`src/rtl/sl_transmitter.sv`:
```
// sl_transmitter: two-wire serial-line transmitter with config register and one-deep word buffer.
// Length field 0 encodes N = 32; define SL_TX_PARITY_INJECT_EN to enable config bit [8] parity inversion.
module sl_transmitter (
  input  logic        clk,
  input  logic        rst,
  input  logic        wr_enable,
  input  logic [15:0] wr_config_w,
  output logic [15:0] r_config_w,
  input  logic [31:0] tx_data_w,
  input  logic        tx_valid,
  output logic        tx_ready,
  output logic        serial_line_zeroes_o,
  output logic        serial_line_ones_o,
  output logic [15:0] status_w,
  output logic        frame_done
);
  typedef enum logic [3:0] {IDLE, BIT_PRE, BIT_LOW, BIT_POST, PAR_GAP, PAR, PAR_POST, STOP, STOP_POST} state_t;
  state_t st_q, st_d;
  logic [8:0] cfg_q, cfg_d, shd_q, shd_d, cfg_wr;
  logic [31:0] buf_q, buf_d, sh_q, sh_d;
  logic [6:0] cnt_q, cnt_d, h;
  logic [5:0] bits_q, bits_d;
  logic par_q, par_d, full_q, full_d, rdy_q, rdy_d, err_q, err_d;
  logic busy_q, busy_d, done_q, done_d, sl0_q, sl0_d, sl1_q, sl1_d;
  logic wr_ok, last1, last2, start, inj, unused_bits;
  function automatic logic [5:0] n_of(input logic [8:0] c);
    return c[5:1] == 5'd0 ? 6'd32 : {1'b0, c[5:1]};
  endfunction
`ifdef SL_TX_PARITY_INJECT_EN
  assign cfg_wr = wr_config_w[8:0];
`else
  assign cfg_wr = {1'b0, wr_config_w[7:0]};
`endif
  assign unused_bits = ^wr_config_w[15:8];
  assign wr_ok = !wr_config_w[1] && (wr_config_w[5:1] == 5'd0 || wr_config_w[5:1] >= 5'd8);
  assign h = 7'd4 << shd_q[7:6];
  assign last1 = cnt_q == h - 7'd1;
  assign last2 = cnt_q == (h << 1) - 7'd1;
  assign r_config_w = {7'b0, cfg_q};
  assign tx_ready = rdy_q;
  assign serial_line_zeroes_o = sl0_q;
  assign serial_line_ones_o = sl1_q;
  assign status_w = {13'b0, err_q, full_q, busy_q};
  assign frame_done = done_q;
  always_comb begin
    cfg_d = wr_enable && wr_ok ? cfg_wr : cfg_q;
    err_d = wr_enable ? !wr_ok : err_q;
    buf_d = tx_valid && rdy_q ? tx_data_w : buf_q;
    full_d = full_q || (tx_valid && rdy_q);
    st_d = st_q;
    sh_d = sh_q;
    bits_d = bits_q;
    shd_d = shd_q;
    par_d = par_q;
    start = 1'b0;
    case (st_q)
      IDLE:      start = full_q;
      BIT_PRE:   if (last1) st_d = BIT_LOW;
      BIT_LOW:   if (last2) st_d = BIT_POST;
      BIT_POST:  if (last1) begin
        sh_d = sh_q >> 1;
        bits_d = bits_q + 6'd1;
        st_d = bits_d == n_of(shd_q) ? PAR_GAP : BIT_PRE;
      end
      PAR_GAP:   if (last1) st_d = PAR;
      PAR:       if (last2) st_d = PAR_POST;
      PAR_POST:  if (last2) st_d = STOP;
      STOP:      if (last2) st_d = STOP_POST;
      STOP_POST: if (last1) begin
        start = full_q;
        st_d = IDLE;
      end
      default:   st_d = IDLE;
    endcase
    // Frame start picks up a config written in this same cycle.
    if (start) begin
      st_d = BIT_PRE;
      shd_d = cfg_d;
      sh_d = buf_q;
      bits_d = '0;
      par_d = ^(buf_q & ~(32'hFFFF_FFFF << n_of(cfg_d)));
      full_d = 1'b0;
    end
    cnt_d = st_d != st_q ? 7'd0 : cnt_q + 7'd1;
    rdy_d = !full_d;
    busy_d = st_d != IDLE;
    done_d = st_d == STOP_POST && cnt_d == h - 7'd1;
    inj = shd_d[8];
    sl0_d = st_d == BIT_LOW ? sh_d[0] : st_d == PAR ? !par_d ^ inj : st_d != STOP;
    sl1_d = st_d == BIT_LOW ? !sh_d[0] : st_d == PAR ? par_d ^ inj : st_d != STOP;
  end
  always_ff @(posedge clk) begin
    if (rst) begin
      st_q <= IDLE;
      cnt_q <= '0;
      cfg_q <= 9'h010;
      shd_q <= 9'h010;
      buf_q <= '0;
      sh_q <= '0;
      bits_q <= '0;
      par_q <= 1'b0;
      full_q <= 1'b0;
      rdy_q <= 1'b1;
      err_q <= 1'b0;
      busy_q <= 1'b0;
      done_q <= 1'b0;
      sl0_q <= 1'b1;
      sl1_q <= 1'b1;
    end else begin
      st_q <= st_d;
      cnt_q <= cnt_d;
      cfg_q <= cfg_d;
      shd_q <= shd_d;
      buf_q <= buf_d;
      sh_q <= sh_d;
      bits_q <= bits_d;
      par_q <= par_d;
      full_q <= full_d;
      rdy_q <= rdy_d;
      err_q <= err_d;
      busy_q <= busy_d;
      done_q <= done_d;
      sl0_q <= sl0_d;
      sl1_q <= sl1_d;
    end
  end
endmodule

```
`config.mk`:
```
export PLATFORM = sky130hd
export DESIGN_NAME = sl_transmitter
export DESIGN_NICKNAME = d
export VERILOG_FILES = /design/src/rtl/sl_transmitter.sv
export SDC_FILE = /design/constraint.sdc
export NUM_CORES = 1
export LEC_CHECK = 0
export CAP_MARGIN = 0
export CORE_ASPECT_RATIO = 0.9
export CORE_MARGIN = 2
export CORE_UTILIZATION = 45
export CTS_CLUSTER_DIAMETER = 30
export DETAILED_ROUTE_END_ITERATION = 16
export PLACE_DENSITY = 0.68
export SLEW_MARGIN = 20
export SYNTH_ARGS = -nofsm -noshare
export SYNTH_HDL_FRONTEND = slang
export SYNTH_SLANG_ARGS = --single-unit
```
`constraint.sdc`:
```
create_clock -name clk -period 5.35 [get_ports clk]
set_input_delay 1.07 -clock clk [delete_from_list [all_inputs] [get_ports clk]]
set_output_delay 1.07 -clock clk [all_outputs]
set_load 0.05 [all_outputs]
```
==> results.cfg, run 1 <==
[status]
status = completed

[die]
ioPinCount = 88
die_x_um = 124
core_mm2 = 0.0127
initial_core_util = 0.462
num_rows = 39
die_area_mm2 = 0.0140
fp.dieH_um = 112

[place]
place_ws_ps = 649
place.port_buffers = 59
gp_congestion = 0.893
dpl.hpwl_mm = 9.71
placed_cell_area_mm2 = 0.00634

[global_route]
gr-total-overflow = 0
grt_pass1_wl_mm = 22.6
first_global_vias = 4633
antenna_found_initial = 0
grt_max_degree = 66
grt.total_usage = 0.195

[sta]
hold_viol = 0
worst_slack_ps = 979
rsz0062_at_grt = false
tns_ps = 0
slew_headroom = 0.310
setup_viol = 0
fin_skew_ps = 8.14
slew_violations = 0
worst_pin_slew_ps = 1030
fin_crit_sh = 0.817
fin_crit_ps = 4370
fmax_mhz = 229

[logic_synthesis]
synth_edf_count = 0
yosysMostFrequentCell = dfxtp_1
synth_ff_type = dfxtp_1
seq_area_frac_synth = 0.362
synth_top_area_frac = 0.362
postSynthCellCount = 732
yosysTopAreaCell = dfxtp_1
ys_seq_elements = 106
yosys_warnings = 0
avgSynthCellArea_um2 = 8.01
async_reset_ff_frac = 0
synth_cell_types = 77
yosys-top-cells-area = dfxtp_1, nand2_1, mux2i_1
synth_common_cells = dfxtp_1, nand2_1, nor2_1
synth_area_mm2 = 0.00586

[clock_network]
cts_num_sinks = 106
htreeDepth = 3
cts_inserted_buffers = 9
clk_path_buf_depth = 2
cts_hold_buf = 0
clk_latency_ps = 350
clk_pin_slew_ps = 70
cts_setup_buffers = 0
cts_resized = 0
cts_tree = built
cts_root_buffer = clkbuf_16

[setup_path]
cp_num_buf_inv = 1
cp-end-kind = register
max_stage_delay_ps = 610
critPathRequiredTime_ps = 5570
cp.depth = 13
cp_cell_sequence = clkdlybuf4s50_1 > or2_4 > o21a_1 > or4_1 > nor2_1 > o22ai_1 > xnor2_1 > xnor3_1 > xnor2_1 > or3_1 > a21oi_1 > nand3b_1 > a21oi_1
worstSetupPathType = in2reg
crit_family = simple AND/OR/NAND/NOR gates
rr_worst_depth = 12
startpoint_type = primary input
critPathSlowestCell = or4_1
path_max_fanout = 11
crit_arrival_ps = 4590

[power_and_ir_drop]
power_density_mw_per_mm2 = 301
power_uw = 1990
irDropWorstVdd_mv = 0.177
p_leak_uw = 0.00261

[final_layout]
design_area_mm2 = 0.00663
drive_gt1_frac = 0.0503
nets = 806
fill_cells = 1223
diodes = 0
utilization = 0.522
area_growth_pct = 13.1

[detailed_routing]
wl_per_cell_um = 14.7
num_vias = 5053
vias_per_cell = 5.50
drtIter0Drc = 318
first_pass_iters = 8
drc_errors = 0
ant_nets = 0
wirelength_mm = 13.6

[run]
drv_cap = 0

[min_path]
hold_depth = 2
min_path_type = reg2reg
-- flip-flops by register name, indices dropped and copies added (netlist names), 4 cells and up, named ones only --
| register | count |
|---|---|
| buf_q | 32 |
| sh_q | 32 |
| cfg_q | 8 |
| shd_q | 8 |
| cnt_q | 7 |
| bits_q | 6 |
| st_q | 4 |
-- area by class of cell --
type,count,area (um2),area share
Sequential cell,106,2120,0.320
Inverter,13,48.8,0.00736
Timing Repair Buffer,63,616,0.0929
Tap cell,164,205,0.0310
Clock buffer,13,250,0.0378
Clock inverter,2,37.5,0.00566
Multi-Input combinational cell,558,3350,0.505
-- metal layers --
| layer | vias up | global-route usage | wire [um] |
|---|---|---|---|
| li1 | 2565 | - | - |
| met1 | 2356 | 0.251 | 6350 |
| met2 | 111 | 0.332 | 6460 |
| met3 | 21 | 0.0377 | 512 |
| met4 | 0 | 0.0652 | 225 |
| met5 | - | 0 | 0 |
-- stage by stage --
step	instances	hold slack [ps]
after CTS	919	462
after global routing	919	482
final	919	459
after global placement	904	442
after detailed placement	904	453
after floorplan	751	425
-- path summary, 6_finish.rpt --
| check | from | slack, ps | to |
|---|---|---|---|
| worst max-delay path | wr_config_w[5] | 980 | par_q |
| worst min-delay path | register | 460 | register |
| worst max register to register | shd_q[6] | 1880 | frame_done |
| worst min register to register | register | 460 | register |
-- worst register-to-register path, stage by stage (launching register included) --
cell,delay (ps)
dfxtp_1,400
or2_1,320
ha_1,240
a221oi_1,300
a31oi_1,70
nand4bb_1,340
nor4_1,340
nand3_1,140
nand3_1,120
a21oi_1,70
a21oi_1,420
o21ai_1,300
nor4_1,320
-- cells by family after synthesis --
logic type | synth area share
mux | 0.0636
simple gates | 0.223
buf+inv | 0.0792
flops | 0.362
compound gates | 0.202
xor+xnor | 0.0634
fa+ha+maj | 0.00640
other cells | 0.000640
-- placed cells by master (no fill, tap or decap), types with 6 or more instances in the layout --
| master | n |
|---|---|
| xnor2_1 | 31 |
| xor2_1 | 7 |
| clkdlybuf4s50_1 | 58 |
| nand3_1 | 20 |
| dfxtp_1 | 106 |
| mux2i_1 | 35 |
| nand2b_1 | 9 |
| o21ai_0 | 23 |
| inv_1 | 13 |
| clkbuf_16 | 9 |
| nand2_1 | 94 |
| a31oi_1 | 6 |
| nor2_1 | 87 |
| nor2b_1 | 7 |
| nor3_1 | 14 |
| a211oi_1 | 36 |
| conb_1 | 20 |
| a21oi_1 | 64 |
-- power breakdown --
group	switching (uW)	total, uW	internal, uW
clock	273	647	374
sequential	61.5	912	850
combinational	253	436	183
total	588	1990	1410
Power figures use the tool's default switching activity.
==> run 2, diff against run 1 <==
Clock period 5.35 ns to 4.5 ns, I/O delays scaled along.
==> results.cfg, run 2 (same netlist as run 1, synthesis figures left out) <==
[global_route]
gr-total-overflow = 0
antenna_found_initial = 0
grt.total_usage = 0.196
grt_max_degree = 62
grt_pass1_wl_mm = 22.6
first_global_vias = 4636

[clock_network]
cts_setup_buffers = 0
cts_tree = built
cts_inserted_buffers = 9
cts_num_sinks = 106
htreeDepth = 3
cts_resized = 0
cts_hold_buf = 0
clk_pin_slew_ps = 70
cts_root_buffer = clkbuf_16
clk_latency_ps = 350
clk_path_buf_depth = 2

[power_and_ir_drop]
pwr-share-comb = 0.214
internal-power_uw = 1740
p_seq_frac = 0.441
p_sw_frac = 0.293
power_uw = 2460
irDropWorstVdd_mv = 0.235
power_density_mw_per_mm2 = 365
p_leak_uw = 0.00267
power_switching_uw = 719
p_clk_frac = 0.345

[final_layout]
design_area_mm2 = 0.00673
drive_gt1_frac = 0.0641
final_cell_mix = dfxtp_1, nand2_1, nor2_1
largest_registers = buf_q (32), sh_q (32)
nets = 814
area_growth_pct = 14.8
diodes = 0
fin_cells = 928
final_common_cell = dfxtp_1

[sta]
fin_crit_sh = 0.854
fin_hold_ws_ps = 456
tns_ps = 0
hold_viol = 0
slew_headroom = 0.301
fmax_mhz = 260
worst_pin_slew_ps = 1050
fin_skew_ps = 7.90
fin_crit_ps = 3840
slew_violations = 0
setup_viol = 0
rsz0062_at_grt = false

[die]
die_x_um = 124
core_mm2 = 0.0127
die_area_mm2 = 0.0140
fp.dieH_um = 112
ioPinCount = 88
initial_core_util = 0.462
num_rows = 39

[detailed_routing]
first_pass_iters = 5
num_vias = 5065
vias_per_cell = 5.46
drtIter0Drc = 285
ant_nets = 0
wl_per_cell_um = 14.7
drc_errors = 0
wirelength_mm = 13.7

[status]
status = completed

[place]
dpl.hpwl_mm = 10.0
gp_congestion = 0.901
dp_cells = 912
place.port_buffers = 59
placed_cell_area_mm2 = 0.00640

[setup_path]
path_max_fanout = 6
crit_arrival_ps = 4050
critPathRequiredTime_ps = 4710
worstSetupPathType = in2reg
cp-end-kind = register
startpoint_type = primary input

[min_path]
min_path_type = reg2reg

[run]
drv_cap = 0
run 2: cell count changes in the layout (fill, tap and decap cells not counted), sizes merged:
| cell | change |
|---|---|
| buf | +8 |
| clkbuf | -2 |
| bufinv | +1 |
| clkinv | +1 |
| inv | +1 |
run 2: area by class of cell:
type                    instances  area (um2)
clock buffers                  11         243
flip-flops and latches        106        2120
multi-input cells             558        3350
repair buffers                 71         676
inverters                      13        48.8
well taps                     164         205
fillers                      1221        5960
clock inverters                 5        85.1
run 2: power groups by stage:
| stage | Sequential, uW | Clock (uW) | Combinational (uW) |
|---|---|---|---|
| floorplan | 1080 | 0 | 429 |
| global placement | 1100 | 0 | 513 |
| detailed placement | 1100 | 0 | 526 |
| CTS | 1080 | 868 | 529 |
| global route | 1100 | 918 | 581 |
| finish | 1080 | 849 | 527 |
run 2: worst max-delay path: stages:
cell	delay [ps]
clkdlybuf4s50_1	490
or2_4	320
o21a_1	180
or4_1	550
nor2_1	120
o22ai_1	100
xnor2_1	150
xnor3_1	450
xnor2_1	150
or3_1	320
a21oi_1	140
nand3b_1	110
a21oi_1	70
run 2: per-layer routing:
layer	share of wire	routed length (um)	vias to the layer above	global-route usage
met3	0.037	507	14	0.0434
met1	0.47	6450	2352	0.256
met2	0.48	6570	120	0.328
met4	0.0097	133	0	0.0569
li1	-	-	2579	-
met5	0	0	-	0
run 2: metrics by stage:
step	worst slack [ps]	utilization
after detailed placement	302	0.504
after floorplan	1070	-
after global routing	492	0.530
after CTS	660	0.530
final	659	0.530
after global placement	263	0.504
run 2: path summary, 6_finish.rpt:
kind | cells after the start | end | from | slack (ps)
setup reg to reg | 12 | frame_done | shd_q[6] | 1020
setup / recovery | 13 | par_q | wr_config_w[5] | 660
hold / removal | 2 | register | register | 460
hold reg to reg | 2 | register | register | 460
==> run 3, diff against run 2 <==
Settings changed: GPL_TIMING_DRIVEN from default to 1, SLEW_MARGIN 20 to default.
==> results.cfg, run 3 (same netlist as run 1, synthesis figures left out) <==
[clock_network]
htreeDepth = 3
cts_hold_buf = 0
clk_path_buf_depth = 2
cts_setup_buffers = 0
clk_latency_ps = 350
cts_tree = built
cts_inserted_buffers = 9
cts_root_buffer = clkbuf_16
cts_resized = 0
clk_pin_slew_ps = 70
cts_num_sinks = 106

[detailed_routing]
vias_per_cell = 5.46
drc_errors = 0
wl_per_cell_um = 14.7
ant_nets = 0
first_pass_iters = 5
num_vias = 5065
drtIter0Drc = 285
wirelength_mm = 13.7

[setup_path]
startpoint_type = primary input
cp-end-kind = register
path_max_fanout = 6
critPathRequiredTime_ps = 4710
crit_arrival_ps = 4050
worstSetupPathType = in2reg

[sta]
fin_hold_ws_ps = 456
rsz0062_at_grt = false
fmax_mhz = 260
slew_headroom = 0.284
fin_skew_ps = 7.90
tns_ps = 0
fin_crit_ps = 3840
worst_pin_slew_ps = 1070
slew_violations = 0
fin_crit_sh = 0.854
setup_viol = 0
hold_viol = 0

[final_layout]
fin_cells = 928
area_growth_pct = 14.8
drive_gt1_frac = 0.0628
nets = 814
final_common_cell = dfxtp_1
largest_registers = buf_q (32), sh_q (32)
final_cell_mix = dfxtp_1, nand2_1, nor2_1
utilization = 0.530
diodes = 0

[global_route]
first_global_vias = 4636
antenna_found_initial = 0
grt_max_degree = 62
gr-total-overflow = 0
grt.total_usage = 0.196
grt_pass1_wl_mm = 22.6

[power_and_ir_drop]
p_seq_frac = 0.441
power_switching_uw = 719
pwr-share-comb = 0.214
power_uw = 2460
p_leak_uw = 0.00267
power_density_mw_per_mm2 = 366
internal-power_uw = 1740
irDropWorstVdd_mv = 0.235
p_sw_frac = 0.293
p_clk_frac = 0.345

[die]
fp.dieH_um = 112
ioPinCount = 88
core_mm2 = 0.0127
num_rows = 39
initial_core_util = 0.462
die_x_um = 124
die_area_mm2 = 0.0140

[status]
status = completed

[run]
drv_cap = 0

[place]
dpl.hpwl_mm = 10.0
dp_cells = 912
gp_congestion = 0.901
place.port_buffers = 59

[min_path]
min_path_type = reg2reg
==> run 3: cell counts in the layout (fill, tap and decap cells not counted) <==
No cell type changed its count.
==> run 3: worst max-delay path, stage by stage <==
cell             delay, ps
clkdlybuf4s50_1        490
or2_4                  320
o21a_1                 180
or4_1                  550
nor2_1                 120
o22ai_1                100
xnor2_1                150
xnor3_1                450
xnor2_1                150
or3_1                  320
a21oi_1                140
nand3b_1               110
a21oi_1                 70
==> run 3: area by class of cell <==
type | instances | area [um2]
fillers | 1222 | 5960
multi-input cells | 558 | 3350
flip-flops and latches | 106 | 2120
repair buffers | 71 | 676
clock buffers | 11 | 243
well taps | 164 | 205
clock inverters | 5 | 85.1
inverters | 13 | 48.8
==> run 3: power groups by stage <==
| stage | registers [uW] | clock network, uW | logic, uW |
|---|---|---|---|
| global placement | 1100 | 0 | 513 |
| global route | 1100 | 918 | 581 |
| finish | 1080 | 849 | 527 |
| floorplan | 1080 | 0 | 429 |
| detailed placement | 1100 | 0 | 526 |
| CTS | 1080 | 868 | 529 |
==> run 3: stage by stage <==
step	area, um2	worst slack (ps)
6_report	6730	659
2_1_floorplan	5930	1070
4_1_cts	6730	660
3_3_place_gp	6400	263
3_5_place_dp	6400	302
5_1_grt	6730	492
==> run 3: routing by layer <==
layer | global-route usage | up-vias | wire, um
met5 | 0 | - | 0
met4 | 0.0569 | 0 | 133
met3 | 0.0434 | 14 | 507
met2 | 0.328 | 120 | 6570
met1 | 0.256 | 2352 | 6450
li1 | - | 2579 | -
==> run 3: path summary, 6_finish.rpt <==
check                                     from    endpoint  slack (ps)  cells after the start
worst min-delay path                  register    register         460                      2
worst max register to register        shd_q[6]  frame_done        1020                     12
worst max-delay path            wr_config_w[5]       par_q         660                     13
worst min register to register        register    register         460                      2
